**src/rtl/ws2812_pkg.sv**
```systemverilog
// Shared definitions for the WS2812 frame scheduler: state encoding,
// pixel word width and LED latch timing.
package ws2812_pkg;

  // One GRB pixel word, MSB (green bit 7) shifted out first.
  localparam int GRB_W = 24;

  // Low time the LED chain needs before it latches a frame.
  localparam int LATCH_US = 60;

  // Width of a requester's pixel-index field.
  localparam int IDX_W = 8;

  typedef enum logic [1:0] {
    ST_IDLE   = 2'd0,
    ST_STREAM = 2'd1,
    ST_GAP    = 2'd2
  } sched_state_e;

  // Converts the latch time into clock cycles for a given clock frequency.
  function automatic int latch_cycles(input int clk_hz);
    return clk_hz / 1_000_000 * LATCH_US;
  endfunction

endpackage

```
**src/rtl/ws2812_rr_arb.sv**
```systemverilog
// Round-robin arbiter: one-hot combinational grant, with a registered
// pointer that moves to one past the requester that was granted.
module ws2812_rr_arb
  import ws2812_pkg::*;
#(
  parameter int N = 2
) (
  input  logic         clk,
  input  logic         resetn,
  input  logic [N-1:0] req,
  input  logic         enable,
  output logic [N-1:0] grant
);

  localparam int PW = (N > 1) ? $clog2(N) : 1;

  logic [PW-1:0] ptr_reg;
  logic [PW-1:0] ptr_next;
  logic          found;
  int            cand;

  // Scan requesters starting at the pointer; the first active one wins.
  always_comb begin
    grant    = '0;
    ptr_next = ptr_reg;
    found    = 1'b0;
    cand     = 0;
    if (enable) begin
      for (int i = 0; i < N; i++) begin
        cand = int'(ptr_reg) + i;
        if (cand >= N) begin
          cand = cand - N;
        end
        if (!found && req[cand]) begin
          found       = 1'b1;
          grant[cand] = 1'b1;
          ptr_next    = (cand == N - 1) ? '0 : PW'(cand + 1);
        end
      end
    end
  end

  // Pointer register; requester 0 has first priority out of reset.
  always_ff @(posedge clk or negedge resetn) begin
    if (!resetn) begin
      ptr_reg <= '0;
    end else begin
      ptr_reg <= ptr_next;
    end
  end

endmodule

```
**src/rtl/ws2812_sched.sv**
```systemverilog
// WS2812 frame scheduler: arbitrates pixel writes from several requesters
// into a register file and streams the whole chain to a bit serializer
// whenever the contents changed (or a frame is forced), honouring a
// minimum refresh spacing and the latch gap between frames.
module ws2812_sched
  import ws2812_pkg::*;
#(
  parameter int NUM_LEDS    = 8,
  parameter int NUM_REQ     = 2,
  parameter int CLK_FRE     = 27_000_000,
  parameter int RESET_CYC   = latch_cycles(CLK_FRE),
  parameter int REFRESH_CYC = CLK_FRE / 100
) (
  input  logic                     clk,
  input  logic                     resetn,
  input  logic [NUM_REQ-1:0]       req_valid,
  input  logic [NUM_REQ*IDX_W-1:0] req_idx,
  input  logic [NUM_REQ*GRB_W-1:0] req_color,
  output logic [NUM_REQ-1:0]       req_ready,
  input  logic                     force_req,
  output logic                     pix_valid,
  output logic [GRB_W-1:0]         pix_data,
  output logic                     pix_last,
  input  logic                     pix_ready,
  output logic                     busy,
  output logic                     frame_done
);

  localparam int IW = (NUM_LEDS > 1) ? $clog2(NUM_LEDS) : 1;
  localparam int RW = (REFRESH_CYC > 1) ? $clog2(REFRESH_CYC) : 1;
  localparam int GW = (RESET_CYC > 1) ? $clog2(RESET_CYC) : 1;

  localparam logic [IW-1:0] LAST_IDX    = IW'(NUM_LEDS - 1);
  localparam logic [RW-1:0] REFRESH_MAX = RW'(REFRESH_CYC - 1);
  localparam logic [GW-1:0] GAP_MAX     = GW'(RESET_CYC - 1);

  // ---------------------------------------------------------------
  // Write arbitration
  // ---------------------------------------------------------------
  logic [NUM_REQ-1:0] grant;
  logic               wr_en;
  logic [IDX_W-1:0]   wr_idx;
  logic [GRB_W-1:0]   wr_color;
  logic               wr_in_range;

  ws2812_rr_arb #(
    .N(NUM_REQ)
  ) u_arb (
    .clk    (clk),
    .resetn (resetn),
    .req    (req_valid),
    .enable (1'b1),
    .grant  (grant)
  );

  // Every request is accepted, including out-of-range ones, which are dropped.
  assign req_ready = grant;

  // Select the granted requester's index and color.
  always_comb begin
    wr_en    = 1'b0;
    wr_idx   = '0;
    wr_color = '0;
    for (int k = 0; k < NUM_REQ; k++) begin
      if (grant[k]) begin
        wr_en    = 1'b1;
        wr_idx   = req_idx[IDX_W*k +: IDX_W];
        wr_color = req_color[GRB_W*k +: GRB_W];
      end
    end
  end

  assign wr_in_range = wr_en && (int'(wr_idx) < NUM_LEDS);

  // ---------------------------------------------------------------
  // Pixel register file (cleared by reset, so built from flops)
  // ---------------------------------------------------------------
  logic [GRB_W-1:0] mem_reg [NUM_LEDS];

  generate
    for (genvar gi = 0; gi < NUM_LEDS; gi++) begin : g_pix
      // One pixel entry, written when the granted index selects it.
      always_ff @(posedge clk or negedge resetn) begin
        if (!resetn) begin
          mem_reg[gi] <= '0;
        end else if (wr_in_range && (int'(wr_idx) == gi)) begin
          mem_reg[gi] <= wr_color;
        end
      end
    end
  endgenerate

  // ---------------------------------------------------------------
  // Frame scheduler FSM
  // ---------------------------------------------------------------
  sched_state_e     state_reg,       state_next;
  logic             dirty_reg,       dirty_next;
  logic             force_pend_reg,  force_pend_next;
  logic [RW-1:0]    refresh_cnt_reg, refresh_cnt_next;
  logic [GW-1:0]    gap_cnt_reg,     gap_cnt_next;
  logic [IW-1:0]    pix_idx_reg,     pix_idx_next;
  logic             pix_valid_reg,   pix_valid_next;
  logic             pix_last_reg,    pix_last_next;
  logic [GRB_W-1:0] pix_data_reg,    pix_data_next;
  logic             frame_done_reg,  frame_done_next;

  logic             xfer;
  logic             refresh_at_max;
  logic [IW-1:0]    nxt_idx;

  assign xfer           = pix_valid_reg & pix_ready;
  assign refresh_at_max = (refresh_cnt_reg == REFRESH_MAX);
  assign nxt_idx        = (pix_idx_reg == LAST_IDX) ? '0 : pix_idx_reg + 1'b1;

  // Next-state and datapath: start frames, stream pixels, time the latch gap.
  always_comb begin
    state_next       = state_reg;
    dirty_next       = dirty_reg | wr_in_range;
    force_pend_next  = force_pend_reg | force_req;
    refresh_cnt_next = refresh_at_max ? refresh_cnt_reg : refresh_cnt_reg + 1'b1;
    gap_cnt_next     = gap_cnt_reg;
    pix_idx_next     = pix_idx_reg;
    pix_valid_next   = pix_valid_reg;
    pix_last_next    = pix_last_reg;
    pix_data_next    = pix_data_reg;
    frame_done_next  = 1'b0;

    unique case (state_reg)
      ST_IDLE: begin
        if ((dirty_reg || force_pend_reg) && refresh_at_max) begin
          state_next       = ST_STREAM;
          // A write landing on the start cycle is not in this frame, so it
          // re-arms dirty for the next one.
          dirty_next       = wr_in_range;
          force_pend_next  = force_req;
          refresh_cnt_next = '0;
          pix_idx_next     = '0;
          pix_data_next    = mem_reg[0];
          pix_valid_next   = 1'b1;
          pix_last_next    = (NUM_LEDS == 1);
        end
      end

      ST_STREAM: begin
        // Output word is only replaced on a transfer, so a stalled word
        // stays stable even if its entry is rewritten meanwhile.
        if (xfer) begin
          if (pix_last_reg) begin
            state_next     = ST_GAP;
            pix_valid_next = 1'b0;
            pix_last_next  = 1'b0;
            gap_cnt_next   = '0;
          end else begin
            pix_idx_next  = nxt_idx;
            pix_data_next = mem_reg[nxt_idx];
            pix_last_next = (nxt_idx == LAST_IDX);
          end
        end
      end

      ST_GAP: begin
        if (gap_cnt_reg == GAP_MAX) begin
          state_next      = ST_IDLE;
          frame_done_next = 1'b1;
        end else begin
          gap_cnt_next = gap_cnt_reg + 1'b1;
        end
      end

      default: begin
        state_next = ST_IDLE;
      end
    endcase
  end

  // State and datapath registers; refresh counter starts saturated so the
  // first change after reset goes out immediately.
  always_ff @(posedge clk or negedge resetn) begin
    if (!resetn) begin
      state_reg       <= ST_IDLE;
      dirty_reg       <= 1'b0;
      force_pend_reg  <= 1'b0;
      refresh_cnt_reg <= REFRESH_MAX;
      gap_cnt_reg     <= '0;
      pix_idx_reg     <= '0;
      pix_valid_reg   <= 1'b0;
      pix_last_reg    <= 1'b0;
      pix_data_reg    <= '0;
      frame_done_reg  <= 1'b0;
    end else begin
      state_reg       <= state_next;
      dirty_reg       <= dirty_next;
      force_pend_reg  <= force_pend_next;
      refresh_cnt_reg <= refresh_cnt_next;
      gap_cnt_reg     <= gap_cnt_next;
      pix_idx_reg     <= pix_idx_next;
      pix_valid_reg   <= pix_valid_next;
      pix_last_reg    <= pix_last_next;
      pix_data_reg    <= pix_data_next;
      frame_done_reg  <= frame_done_next;
    end
  end

  assign pix_valid  = pix_valid_reg;
  assign pix_data   = pix_data_reg;
  assign pix_last   = pix_last_reg;
  assign frame_done = frame_done_reg;
  assign busy       = (state_reg != ST_IDLE);

endmodule

```
**config.mk**
```make
export PLATFORM = sky130hd
export DESIGN_NAME = ws2812_sched
export DESIGN_NICKNAME = d
export VERILOG_FILES = /design/src/rtl/ws2812_pkg.sv /design/src/rtl/ws2812_rr_arb.sv /design/src/rtl/ws2812_sched.sv
export SDC_FILE = /design/constraint.sdc
export NUM_CORES = 1
export LEC_CHECK = 0
export CAP_MARGIN = 20
export CORE_ASPECT_RATIO = 0.75
export CORE_MARGIN = 1
export CORE_UTILIZATION = 40
export CTS_CLUSTER_SIZE = 14
export DETAILED_ROUTE_END_ITERATION = 7
export SKIP_LAST_GASP = 1
export SLEW_MARGIN = 10
export SYNTH_ARGS = -nofsm -noshare
export SYNTH_HDL_FRONTEND = slang
export SYNTH_SLANG_ARGS = --single-unit
```
**constraint.sdc**
```tcl
create_clock -name clk -period 6.95 [get_ports clk]
set_clock_uncertainty 0.2 [all_clocks]
set_input_delay 0.695 -clock clk [delete_from_list [all_inputs] [get_ports clk]]
set_output_delay 0.695 -clock clk [all_outputs]
set_load 0.01 [all_outputs]
```
* After elaboration in Yosys (flattened, before gate mapping)
Index checks and enable logic that the tools add are counted.
Storage, ports and cells: bits in registers 257, bits of input ports 70, output and inout bits 30, logic and storage cells 150
Cells by class: add/subtract/negate cells 8, magnitude comparators 8, equality and inequality tests 21, muxes and demuxes 63, bitwise gates (word level) 5, reductions and logical operators 26
Operators with widths (count):
- 24-bit 2-to-1 mux | 7
- 24-bit binary-select mux with 3-bit select | 1
- 32-bit by 2-bit == test with 1-bit output (second input constant) | 2
- 32-bit by 1-bit greater-or-equal comparator with 1-bit output (second input constant) | 2
- 32-bit by 3-bit less-than comparator with 1-bit output (second input constant) | 2
- 32-bit 2-to-1 mux | 2
- 19-bit 2-to-1 mux | 3
- 24-bit case mux with 2 select lines | 1
- 11-bit 2-to-1 mux | 3
- 8-bit by 4-bit == test with 1-bit output (second input constant) | 4
- 32-bit by 3-bit greater-or-equal comparator with 1-bit output (second input constant) | 1
- 32-bit by 3-bit subtractor with 32-bit output (second input constant) | 1
- 1-bit 2-to-1 mux | 27
- 11-bit case mux with 2 select lines | 1
- 19-bit by 1-bit adder with 19-bit output (second input constant) | 1
- 19-bit == test (second input constant) | 1
- 8-bit by 3-bit == test with 1-bit output (second input constant) | 2
- 8-bit 2-to-1 mux | 2
- 4-bit AND reduction | 4
- 1-bit logical AND | 13
- 2-bit 2-to-1 mux | 6
- 3-bit 2-to-1 mux | 4
- 2-bit inequality test (second input constant) | 6
- 11-bit by 1-bit adder with 11-bit output (second input constant) | 1
- other kinds (26) | 34

* Logic depth before layout (Yosys ltp)
depth in word-level cells 16, mapped depth 9, depth with buffers taken out 7

* Hierarchy
From an unflattened synthesis, not the netlist that was laid out.
Unflattened totals: cells, all modules 1057, area total of the unflattened synthesis 11552.3 µm²
By module, submodules not included:
- ws2812_sched | times used 1, cells an instance 1049, area an instance 11491.0 µm², seq. area each 6419.9 µm²
- ws2812_rr_arb | times used 1, cells an instance 8, area an instance 61.3 µm², seq. area each 25.0 µm²

* Worst setup path after synthesis
Ideal clock, no wire load.
path kind input port to flip-flop, start input req_valid[1], end register mem_reg[158] in the netlist's numbering, setup time 0.125 ns, arrival time 2.431 ns, data required time 6.625 ns, setup slack 4.194 ns, cell stages on the path 8, cell sequence buf_4 -> a21boi_2 -> buf_2 -> a32oi_4 -> nand3b_4 -> nor3b_4 -> buf_4 -> mux2_2
Between the ends: cells in the longest elaborated chain, start to end 12
Ends and longest elaborated chain:
- start, declared | RTL line ws2812_sched.sv:16 | input logic [NUM_REQ-1:0] req_valid,
- 1-bit 2-to-1 mux (implied by the code) (3 in a row) | RTL line ws2812_rr_arb.sv:34 | if (!found && req[cand]) begin
- 1-bit 2-to-1 mux | RTL line ws2812_rr_arb.sv:34
- 1-bit zero test | RTL line ws2812_rr_arb.sv:34
- 1-bit logical AND | RTL line ws2812_rr_arb.sv:34
- 2-bit 2-to-1 mux * | RTL line ws2812_rr_arb.sv:34
- 8-bit 2-to-1 mux (2 in a row) | RTL line ws2812_sched.sv:65 | if (grant[k]) begin
- 8-bit by 4-bit less-than comparator with 1-bit output | RTL line ws2812_sched.sv:73 | assign wr_in_range = wr_en && (int'(wr_idx) < NUM_LEDS);
- 1-bit logical AND | RTL line ws2812_sched.sv:73
- 1-bit logical AND | RTL line ws2812_sched.sv:86 | end else if (wr_in_range && (int'(wr_idx) == gi)) begin
- end signal, assigned by index | RTL line ws2812_sched.sv:87 | mem_reg[gi] <= wr_color;
- end, declared | RTL line ws2812_sched.sv:78 | logic [GRB_W-1:0] mem_reg [NUM_LEDS];
Mark *: on every way between the ends. The rest lies on a longest branch, timed or not. The select of a mux whose other input is x is not followed. A chain may end at the register's enable or synchronous reset.

* Worst setup path in the final report
start input req_valid[1], end register mem_reg[124] in the netlist's numbering
The elaborated chain is that of the path after synthesis.

==> summary.txt <==
Setup path
  – CP arrival: 4020 ps
  – Crit-path cells: clkdlybuf4s50_1 -> a21boi_4 -> buf_4 -> a32oi_2 -> nand3b_4 -> nor3b_4 -> buf_4 -> mux2_2
  – Setup CP Type: input port to flip-flop
  – Critical Path Sink Type: flip-flop
  – CP bufs+invs: 3
  – Data required time at the worst endpoint: 7170 ps
  – Critical path fanouts, max: 32
  – Slowest cell on crit path: nor3b_4
  – CP delay by family, top: buffers and inverters
  – CP Launch Type: input port
  – CP max stage delay: 820 ps
  – CP dominant cell by count: buf_4

Place
  – Final RePlAce weighted congestion: 0.7452
  – Placed cell area: 13770 um^2
  – Placed cells: 1460
  – Post-DP HPWL: 19750 um
  – # port buffers: 99

Yosys
  – Synthesized area: 12430 um^2
  – Post-synth cell types: 71
  – Dominant synthesized flop cell: dfrtp_1
  – EDFF count, synth: 0
  – Net Count, Synth: 1084
  – Ys async rst share: 100.0%
  – Cells after Synth: 1010
  – Number of synthesized register bits: 257
  – Sequential fraction of the synthesis area: 51.86%
  – Post-synthesis area per instance: 12.30 um^2
  – Ys Warns: 0

STA
  – Clock period minus worst slack: 3799 ps
  – Max-slew headroom: 28.75%
  – Worst-Margin Slew: 1068 ps
  – Fmax: 0.2632 GHz
  – RSZ-0062 raised after global routing: false
  – Final period util: 54.66%
  – Final Max Slew Viols: 0
  – WHS: -1.010 ps
  – Fin. Hold Viols: 2
  – Final setup viols: 0
  – Setup TNS: 0 ps

Floorplanning
  – Die Width: 205.5 um
  – Core footprint: 30350 um^2
  – Initial Util: 40.95%
  – Die area: 31780 um^2
  – # IOs: 100
  – Height of the die: 154.6 um
  – # rows: 55

Clock tree
  – CTS max path bufs: 3
  – CTS tree: built
  – Skew-Pair Late Insertion Delay: 550 ps
  – CTS Buf Count: 27
  – Setup bufs post-CTS: 0
  – Hold-fix buffers, CTS: 0
  – Root Driver: clkbuf_16
  – Clock sinks: 257
  – Post-cts sizing count: 0
  – # H-tree levels: 1
  – Clk pin slew, worst setup/hold paths: 60 ps

Global routing
  – Total Routing Usage GR: 21.11%
  – Vias in the first global route: 8841
  – Total gr overflow: 0
  – Largest net degree at the start of global routing: 161
  – Initial antenna violation count: 0
  – First-pass GRT wire length: 52270 um

Layout
  – Finished Layout Cells: 1511
  – Number of fill cells: 2727
  – Number of diodes: 0
  – Layout area overhead: 18.79%
  – Largest register FFs: 192
  – Nets: 1165
  – Final Cell Area: 14760 um^2
  – Layout cells sized above 1: 23.56%
  – Most frequent cells in the layout: dfrtp_1 (245), mux2_2 (150), clkdlybuf4s50_1 (98)
  – Most common cell after layout, fill and taps aside: dfrtp_1

Job
  – Number of max-cap violations: 0

Drt
  – Router iterations before antenna repair: 5
  – DRT iter0 DRCs: 514
  – Vias: 8712
  – DRC: 0
  – Avg Vias per Cell: 5.766
  – ANT nets after route: 0
  – Routed WL: 32410 um
  – DR WL/cell: 21.45 um

Outcome
  – Failing checks: hold timing
  – Status: finished, violations left

Power and ir drop
  – Total Power: 4904 uW
  – Leak Pwr: 0.006636 uW
  – PwrDens: 332.2 nW/um^2
  – Peak VDD IR: 0.2595 mV

Worst hold path
  – Worst min path class: input port to asynchronous set/reset pin
-- cells in the mapped netlist (3+ instances only) --
cell type,number,share of area (%)
nor2b_1,15,0.76
buf_1,3,0.091
nand3_1,11,0.44
nand2_1,23,0.69
xnor2_1,10,0.70
nor4b_1,3,0.21
buf_6,4,0.36
a31oi_1,9,0.45
o21ai_0,60,2.4
dfstp_2,11,2.3
a221oi_1,29,2.0
mux2i_1,21,1.7
o2111ai_1,4,0.28
o22ai_1,51,2.6
inv_1,10,0.30
dfrtp_1,246,50
nor2_1,61,1.8
ha_1,4,0.40
nor3_1,14,0.56
xor2_1,13,0.92
a22o_1,24,1.7
clkbuf_1,39,1.2
buf_4,8,0.48
mux2_2,150,14
o2bb2ai_1,15,1.1
nand4_1,6,0.30
a2111oi_0,11,0.78
and3_1,5,0.25
buf_2,13,0.52
o22a_1,7,0.49
mux2_1,62,5.6
o211ai_1,4,0.24
nand2b_1,4,0.20
a21oi_1,4,0.16
a32oi_2,3,0.39
nand3b_1,7,0.42
nor4_1,5,0.25
-- kinds of logic after synthesis --
logic type / count (synthesis) / synth area share (%)
compound gates: 235 / 13.73
xor+xnor: 23 / 1.621
fa+ha+maj: 4 / 0.4028
buf+inv: 80 / 3.031
flops: 257 / 51.86
mux: 236 / 21.32
simple gates: 175 / 8.025
-- through the flow --
stage | util, % | setup WS [ps] | hold slack [ps]
after CTS | 48.62 | 3165 | 33.77
after global routing | 48.64 | 2983 | 68.73
final | 48.64 | 3151 | -1.010
after floorplan | - | 4194 | 199.4
after global placement | 45.39 | 2596 | 257.4
after detailed placement | 45.39 | 2603 | 269.6
-- worst register-to-register path, delay by kind of cell (launching register included) --
family | cells | cell delay, ps
DFF | 1 | 570
and+or+nand+nor | 4 | 1590
adders and majority gates | 1 | 260
buffers and inverters | 1 | 430
AOI/OAI and AO/OA | 1 | 350
-- cell type report --
class	count	area [um^2]	share of cell area (%)
timing repair buffer	119	1159	7.849
inverter	13	48.80	0.3306
multi-input combinational	673	5629	38.13
clock inverter	14	180.2	1.221
clock buffer	36	799.5	5.416
tap	399	499.2	3.382
sequential	257	6446	43.67
-- report_power, final --
part	switching [uW]	internal, uW	leakage (uW)
Sequential	113	1670	0.00346
Clock	612	955	0.000490
Combinational	946	607	0.00269
-- per-layer routing --
metal	vias to the layer above	routed length (um)	GRT usage, %
li1	3978	-	-
met1	4454	15810	31.86
met2	247	14410	32.05
met3	33	1720	3.161
met4	0	467	4.127
met5	-	0	0
-- final timing paths --
path,start,end,slack (ps),cells after the start
worst max-delay path,req_valid[1],mem_reg[124],3150,8
worst min-delay path,resetn,pix_data[6],-1,1
worst max register to register,refresh_cnt_reg[0],pix_data[17],3420,7
worst min register to register,mem_reg[89],mem_reg[89],280,1
max in group asynchronous,resetn,pix_idx_reg[0],5170,2
min in group clk,mem_reg[89],mem_reg[89],280,1
No activity file was read; power rests on OpenSTA's default activity.
